[src/rtl/key_pkg.sv]
// Shared types and helpers for the two-key event decoder.
package key_pkg;

    typedef enum logic [2:0] {
        IDLE,
        DB_PRESS,
        PRESSED,
        LONG,
        DB_REL
    } key_st_t;

    function automatic int ms_to_cyc(input int hz, input int ms);
        return hz / 1000 * ms;
    endfunction

endpackage

[src/rtl/key_channel.sv]
// One push-button channel: 2-flop synchroniser, press/release debounce and
// press-duration FSM producing a first-press pulse and a long-hold level.
module key_channel
    import key_pkg::*;
#(
    parameter int DEBOUNCE_CYC = 4,
    parameter int LONG_CYC     = 20
) (
    input  logic clk,
    input  logic rst_n,
    input  logic key_n,
    output logic key_first,
    output logic key_long
);

    localparam int CNT_MAX = (LONG_CYC > DEBOUNCE_CYC) ? LONG_CYC : DEBOUNCE_CYC;
    localparam int CW      = $clog2(CNT_MAX) + 1;
    localparam logic [CW-1:0] DEB_LAST  = CW'(DEBOUNCE_CYC - 1);
    localparam logic [CW-1:0] LONG_LAST = CW'(LONG_CYC - 1);
    localparam logic [CW-1:0] CNT_ONE   = CW'(1);

    logic [1:0]    sync_reg;
    key_st_t       state_reg, state_next;
    logic [CW-1:0] cnt_reg, cnt_next;
    logic [CW-1:0] rcnt_reg, rcnt_next;
    logic          first_reg, first_next;
    logic          long_reg, long_next;
    logic          s;
    logic [CW-1:0] cnt_inc;

    assign s         = ~sync_reg[1];
    assign key_first = first_reg;
    assign key_long  = long_reg;

    // Held-time counter keeps running through release debounce and saturates.
    assign cnt_inc = (cnt_reg == {CW{1'b1}}) ? cnt_reg : cnt_reg + CNT_ONE;

    always_ff @(posedge clk or negedge rst_n) begin
        if (!rst_n) begin
            sync_reg  <= 2'b11;
            state_reg <= IDLE;
            cnt_reg   <= '0;
            rcnt_reg  <= '0;
            first_reg <= 1'b0;
            long_reg  <= 1'b0;
        end else begin
            sync_reg  <= {sync_reg[0], key_n};
            state_reg <= state_next;
            cnt_reg   <= cnt_next;
            rcnt_reg  <= rcnt_next;
            first_reg <= first_next;
            long_reg  <= long_next;
        end
    end

    always_comb begin
        state_next = state_reg;
        cnt_next   = cnt_reg;
        rcnt_next  = rcnt_reg;
        first_next = 1'b0;
        long_next  = long_reg;
        case (state_reg)
            IDLE: begin
                if (s) begin
                    state_next = DB_PRESS;
                    cnt_next   = CNT_ONE;
                end
            end
            DB_PRESS: begin
                if (!s) begin
                    state_next = IDLE;
                end else if (cnt_reg == DEB_LAST) begin
                    state_next = PRESSED;
                    first_next = 1'b1;
                    cnt_next   = '0;
                end else begin
                    cnt_next = cnt_reg + CNT_ONE;
                end
            end
            PRESSED: begin
                cnt_next = cnt_inc;
                if (!s) begin
                    state_next = DB_REL;
                    rcnt_next  = CNT_ONE;
                end else if (cnt_reg >= LONG_LAST) begin
                    state_next = LONG;
                    long_next  = 1'b1;
                end
            end
            LONG: begin
                cnt_next = cnt_inc;
                if (!s) begin
                    state_next = DB_REL;
                    rcnt_next  = CNT_ONE;
                end
            end
            DB_REL: begin
                cnt_next = cnt_inc;
                // long_reg remembers whether we came from LONG or PRESSED.
                if (s) begin
                    state_next = long_reg ? LONG : PRESSED;
                end else if (rcnt_reg == DEB_LAST) begin
                    state_next = IDLE;
                    long_next  = 1'b0;
                end else begin
                    rcnt_next = rcnt_reg + CNT_ONE;
                end
            end
            default: begin
                state_next = IDLE;
            end
        endcase
    end

endmodule

[src/rtl/key_event_decoder.sv]
// Two independent debounced key channels plus the registered both-keys-long event.
module key_event_decoder
    import key_pkg::*;
#(
    parameter int IN_CLK_HZ   = 50_000_000,
    parameter int DEBOUNCE_MS = 20,
    parameter int LONG_MS     = 1000
) (
    input  logic clk,
    input  logic rst_n,
    input  logic key_n_1,
    input  logic key_n_2,
    output logic key_first_1,
    output logic key_first_2,
    output logic key_long_1,
    output logic key_long_2,
    output logic key_double_long
);

    localparam int DEBOUNCE_CYC = ms_to_cyc(IN_CLK_HZ, DEBOUNCE_MS);
    localparam int LONG_CYC     = ms_to_cyc(IN_CLK_HZ, LONG_MS);

    key_channel #(
        .DEBOUNCE_CYC (DEBOUNCE_CYC),
        .LONG_CYC     (LONG_CYC)
    ) u_key_1 (
        .clk       (clk),
        .rst_n     (rst_n),
        .key_n     (key_n_1),
        .key_first (key_first_1),
        .key_long  (key_long_1)
    );

    key_channel #(
        .DEBOUNCE_CYC (DEBOUNCE_CYC),
        .LONG_CYC     (LONG_CYC)
    ) u_key_2 (
        .clk       (clk),
        .rst_n     (rst_n),
        .key_n     (key_n_2),
        .key_first (key_first_2),
        .key_long  (key_long_2)
    );

    always_ff @(posedge clk or negedge rst_n) begin
        if (!rst_n) begin
            key_double_long <= 1'b0;
        end else begin
            key_double_long <= key_long_1 & key_long_2;
        end
    end

endmodule

[config.mk]
export PLATFORM = sky130hd
export DESIGN_NAME = key_event_decoder
export DESIGN_NICKNAME = d
export VERILOG_FILES = /design/src/rtl/key_pkg.sv /design/src/rtl/key_channel.sv /design/src/rtl/key_event_decoder.sv
export SDC_FILE = /design/constraint.sdc
export NUM_CORES = 1
export LEC_CHECK = 0
export CAP_MARGIN = 20
export CORE_AREA = 5 5 135 137
export DETAILED_ROUTE_END_ITERATION = 7
export DIE_AREA = 0 0 140 142
export SLEW_MARGIN = 20
export SYNTH_ARGS = -nofsm -noshare
export SYNTH_HDL_FRONTEND = slang
export SYNTH_HIERARCHICAL = 1
export SYNTH_SLANG_ARGS = --single-unit
export TNS_END_PERCENT = 100
[constraint.sdc]
create_clock -name clk -period 2.63 [get_ports clk]
set_input_delay 0.526 -clock clk [delete_from_list [all_inputs] [get_ports clk]]
set_output_delay 0.526 -clock clk [all_outputs]
set_load 0.02 [all_outputs]
==> results.toml, run 1 <==
[status]
status = "finished clean"

[timing]
timing.final.crit_share_pct = 92.4
hold_viol = 0
tightest_slew_ns = 0.711
finalSetupTns_ns = 0
fin_skew_ns = 0.0153
finalCriticalPeriod_ns = 2.43
setup_viol = 0
hold-worst-slack_ns = 0.166
max_freq_mhz = 411
rsz0062_at_grt = "no"
slew_headroom_pct = 52.6
slew_viol_final = 0

[synthesis]
syn_area_per_cell_um2 = 9.02
ys_types = 84
ys.flop_type = "dfrtp_1"
async_flop_share_pct = 100
seq_area_frac_synth_pct = 41.6
synth_edf_count = 0
synthCells = 822
ys_warn_count = 6
synth_nets = 830
syn_area_um2 = 7420
synth.ff_latch_count = 123

[run]
drv_cap = 0

[clock_tree]
ctsResizeCount = 0
cts_tree = "yes"
post-cts-setup-buffers = 0
cts_made_buffers = 17
cts_hold_buf = 0
htreeDepth = 4
path_clk_slew_ns = 0.05
clock-root-buffer = "clkbuf_16"
cts_sinks = 123
clkLatencyLatePin_ns = 0.42
clockBufferDepth = 2

[placement]
placement.io_buffers = 8
routabilityCongestion = 0.906
place_hpwl_um = 12400

[worst_setup_path]
worst-setup-path-type = "register to register"
required_ns = 2.96
arrival_ns = 2.76
crit_family = "simple AND/OR/NAND/NOR gates"
timing.rr.start = "u_key_2/cnt_reg[0]"
cp_slowest_stage_delay_ns = 0.44
crit_start = "u_key_2/cnt_reg[0]"
end_kind = "register"
startpoint_type = "register"
crit_buf_inv = 0
cp_slowest_cell = "dfrtp_1"
cp_cell_sequence = "ha_1, and3_1, and4_1, a31oi_4, a21bo_4, or3_1, o21ai_0"
crit_fanout = 13

[cells_and_area]
final_nets = 849
syn2layout_area_growth_pct = 12.4
drive_gt1_share_pct = 11.4
diodes = 0

[power_and_ir_drop]
power_mw = 4.50
vdd.ir_drop.worst_v = 0.000433
leakage_nw = 3.31
cellPowerDensity_nw_per_um2 = 540

[detailed_routing]
via_per_inst = 6.13
num_vias = 6609
drt_iter0_drc = 587
drtPass1Iterations = 7
wl_per_cell_um = 16.9
drtAntennaViolNets = 0
drc = 0
wl_um = 18200

[floorplanning]
initial_utilization_pct = 43.8
die_h_um = 142
num_rows = 48
die_w_um = 140
core_um2 = 16900
ios = 9
die_area_um2 = 19900

[global_route]
grt_max_degree = 124
grt_usage_pct = 18.9
first_global_vias = 6232
antenna_found_initial = 0
grt_pass1_wl_um = 31200
globalRouteOverflowTotal = 0

[hold_path]
hold_path.class = "primary input to async pin"
[metal layers]
| metal | vias to the layer above | track usage [%] | part of all wire (%) |
|---|---|---|---|
| met5 | - | 0 | 0 |
| met4 | 0 | 6.07 | 1.8 |
| met2 | 181 | 29.9 | 47 |
| li1 | 3131 | - | - |
| met3 | 43 | 4.57 | 4.9 |
| met1 | 3254 | 25.7 | 46 |
[layout by cell type (no fill, tap or decap), types with 5 or more instances in the layout]
cell	n
a21o_1	5
a21oi_1	48
a22o_1	11
and2_1	5
and3_1	14
and4_1	10
buf_4	25
clkbuf_16	17
clkdlybuf4s50_1	7
dfrtp_1	119
inv_1	31
mux2i_1	5
nand2_1	64
nand3_1	56
nand4_1	42
nor2_1	75
nor2b_1	6
nor3_1	27
nor4_1	21
nor4b_1	6
o21a_1	7
o21ai_0	39
o21ai_1	15
o31ai_1	13
or3_1	20
or4_1	21
xnor2_1	13
xor2_1	15
[final timing paths]
kind	to	slack [ns]	depth (start not counted)
worst max-delay path	u_key_2/cnt_reg[23]	0.20	7
worst min-delay path	u_key_2/cnt_reg[7]	0.17	2
worst max register to register	u_key_2/cnt_reg[23]	0.20	7
worst min register to register	u_key_1/sync_reg[1]	0.36	0
max in group asynchronous	u_key_1/cnt_reg[8]	1.90	2
min in group clk	u_key_1/sync_reg[1]	0.36	0
[Yosys cell counts, drive strengths merged, types with 12 or more instances]
cell type	n	area, um^2
xnor2	13	114
inv	32	120
nand3	56	280
dfrtp	119	2980
nor4	27	224
a21oi	50	273
or4	23	180
nor3	27	135
xor2	15	131
and4	12	108
o21ai	56	288
nand2	64	240
and3	14	87.6
o31ai	14	119
or3	20	125
nand4	43	284
nor2	75	282
buf	23	190
[metrics by stage]
step | cell area, um^2 | setup slack, ns | utilization [%] | cells
floorplan | 7420 | 0.424 | - | 822
global placement | 7750 | 0.208 | 45.7 | 1046
detailed placement | 7750 | 0.137 | 45.7 | 1046
CTS | 8320 | 0.132 | 49.1 | 1078
global route | 8340 | 0.0861 | 49.2 | 1079
finish | 8340 | 0.199 | 49.2 | 1079
[report_power, final]
group / switching [mW] / internal [mW] / leakage (nW)
combinational: 0.168 / 0.0924 / 1.35
sequential: 0.0346 / 1.92 / 1.69
clock: 0.868 / 1.42 / 0.267
total: 1.07 / 3.43 / 3.31
[worst reg2reg max path: cells and delay by family (launching register included)]
| family | cells | cell delay [ns] |
|---|---|---|
| and+or+nand+nor | 3 | 0.92 |
| DFF | 1 | 0.44 |
| AOI/OAI and AO/OA | 3 | 0.73 |
| adders and majority gates | 1 | 0.28 |
[cell type report]
cell class                 instances  area, um^2
fill                            1586        8600
multi-input combinational        633        3980
sequential                       123        3080
clock buffer                      22         454
timing repair buffer              34         298
tap                              225         282
inverter                          32         120
clock inverter                    10         118
[cells by family (layout without fill, tap and decap cells)]
| family | Yosys count | count (layout) | share of synthesized area (%) |
|---|---|---|---|
| compound gates | 190 | 190 | 17.8 |
| xor+xnor | 28 | 28 | 3.31 |
| fa+ha+maj | 4 | 4 | 0.675 |
| buf+inv | 66 | 98 | 4.74 |
| flops | 123 | 123 | 41.6 |
| mux | 7 | 7 | 1.03 |
| simple gates | 404 | 404 | 30.8 |
(Power assumes the default switching activity.)
==> inputs of run 2 (changes only) <==
==> constraint.sdc (replaced) <==
create_clock -name clk -period 2.63 [get_ports clk]
set_input_delay 0.526 -clock clk [delete_from_list [all_inputs] [get_ports clk]]
set_output_delay 0.526 -clock clk [all_outputs]
set_load 0.005 [all_outputs]
==> results of run 2 <==
Final layout, timing and power as in run 1 (identical DEF).
==> inputs of run 3 (changes only) <==
==> constraint.sdc (replaced) <==
create_clock -name clk -period 2.63 [get_ports clk]
set_input_delay 0.526 -clock clk [delete_from_list [all_inputs] [get_ports clk]]
set_output_delay 0.526 -clock clk [all_outputs]
set_load 0.02 [all_outputs]
==> results of run 3 <==
Final layout, timing and power as in run 1 (identical DEF).
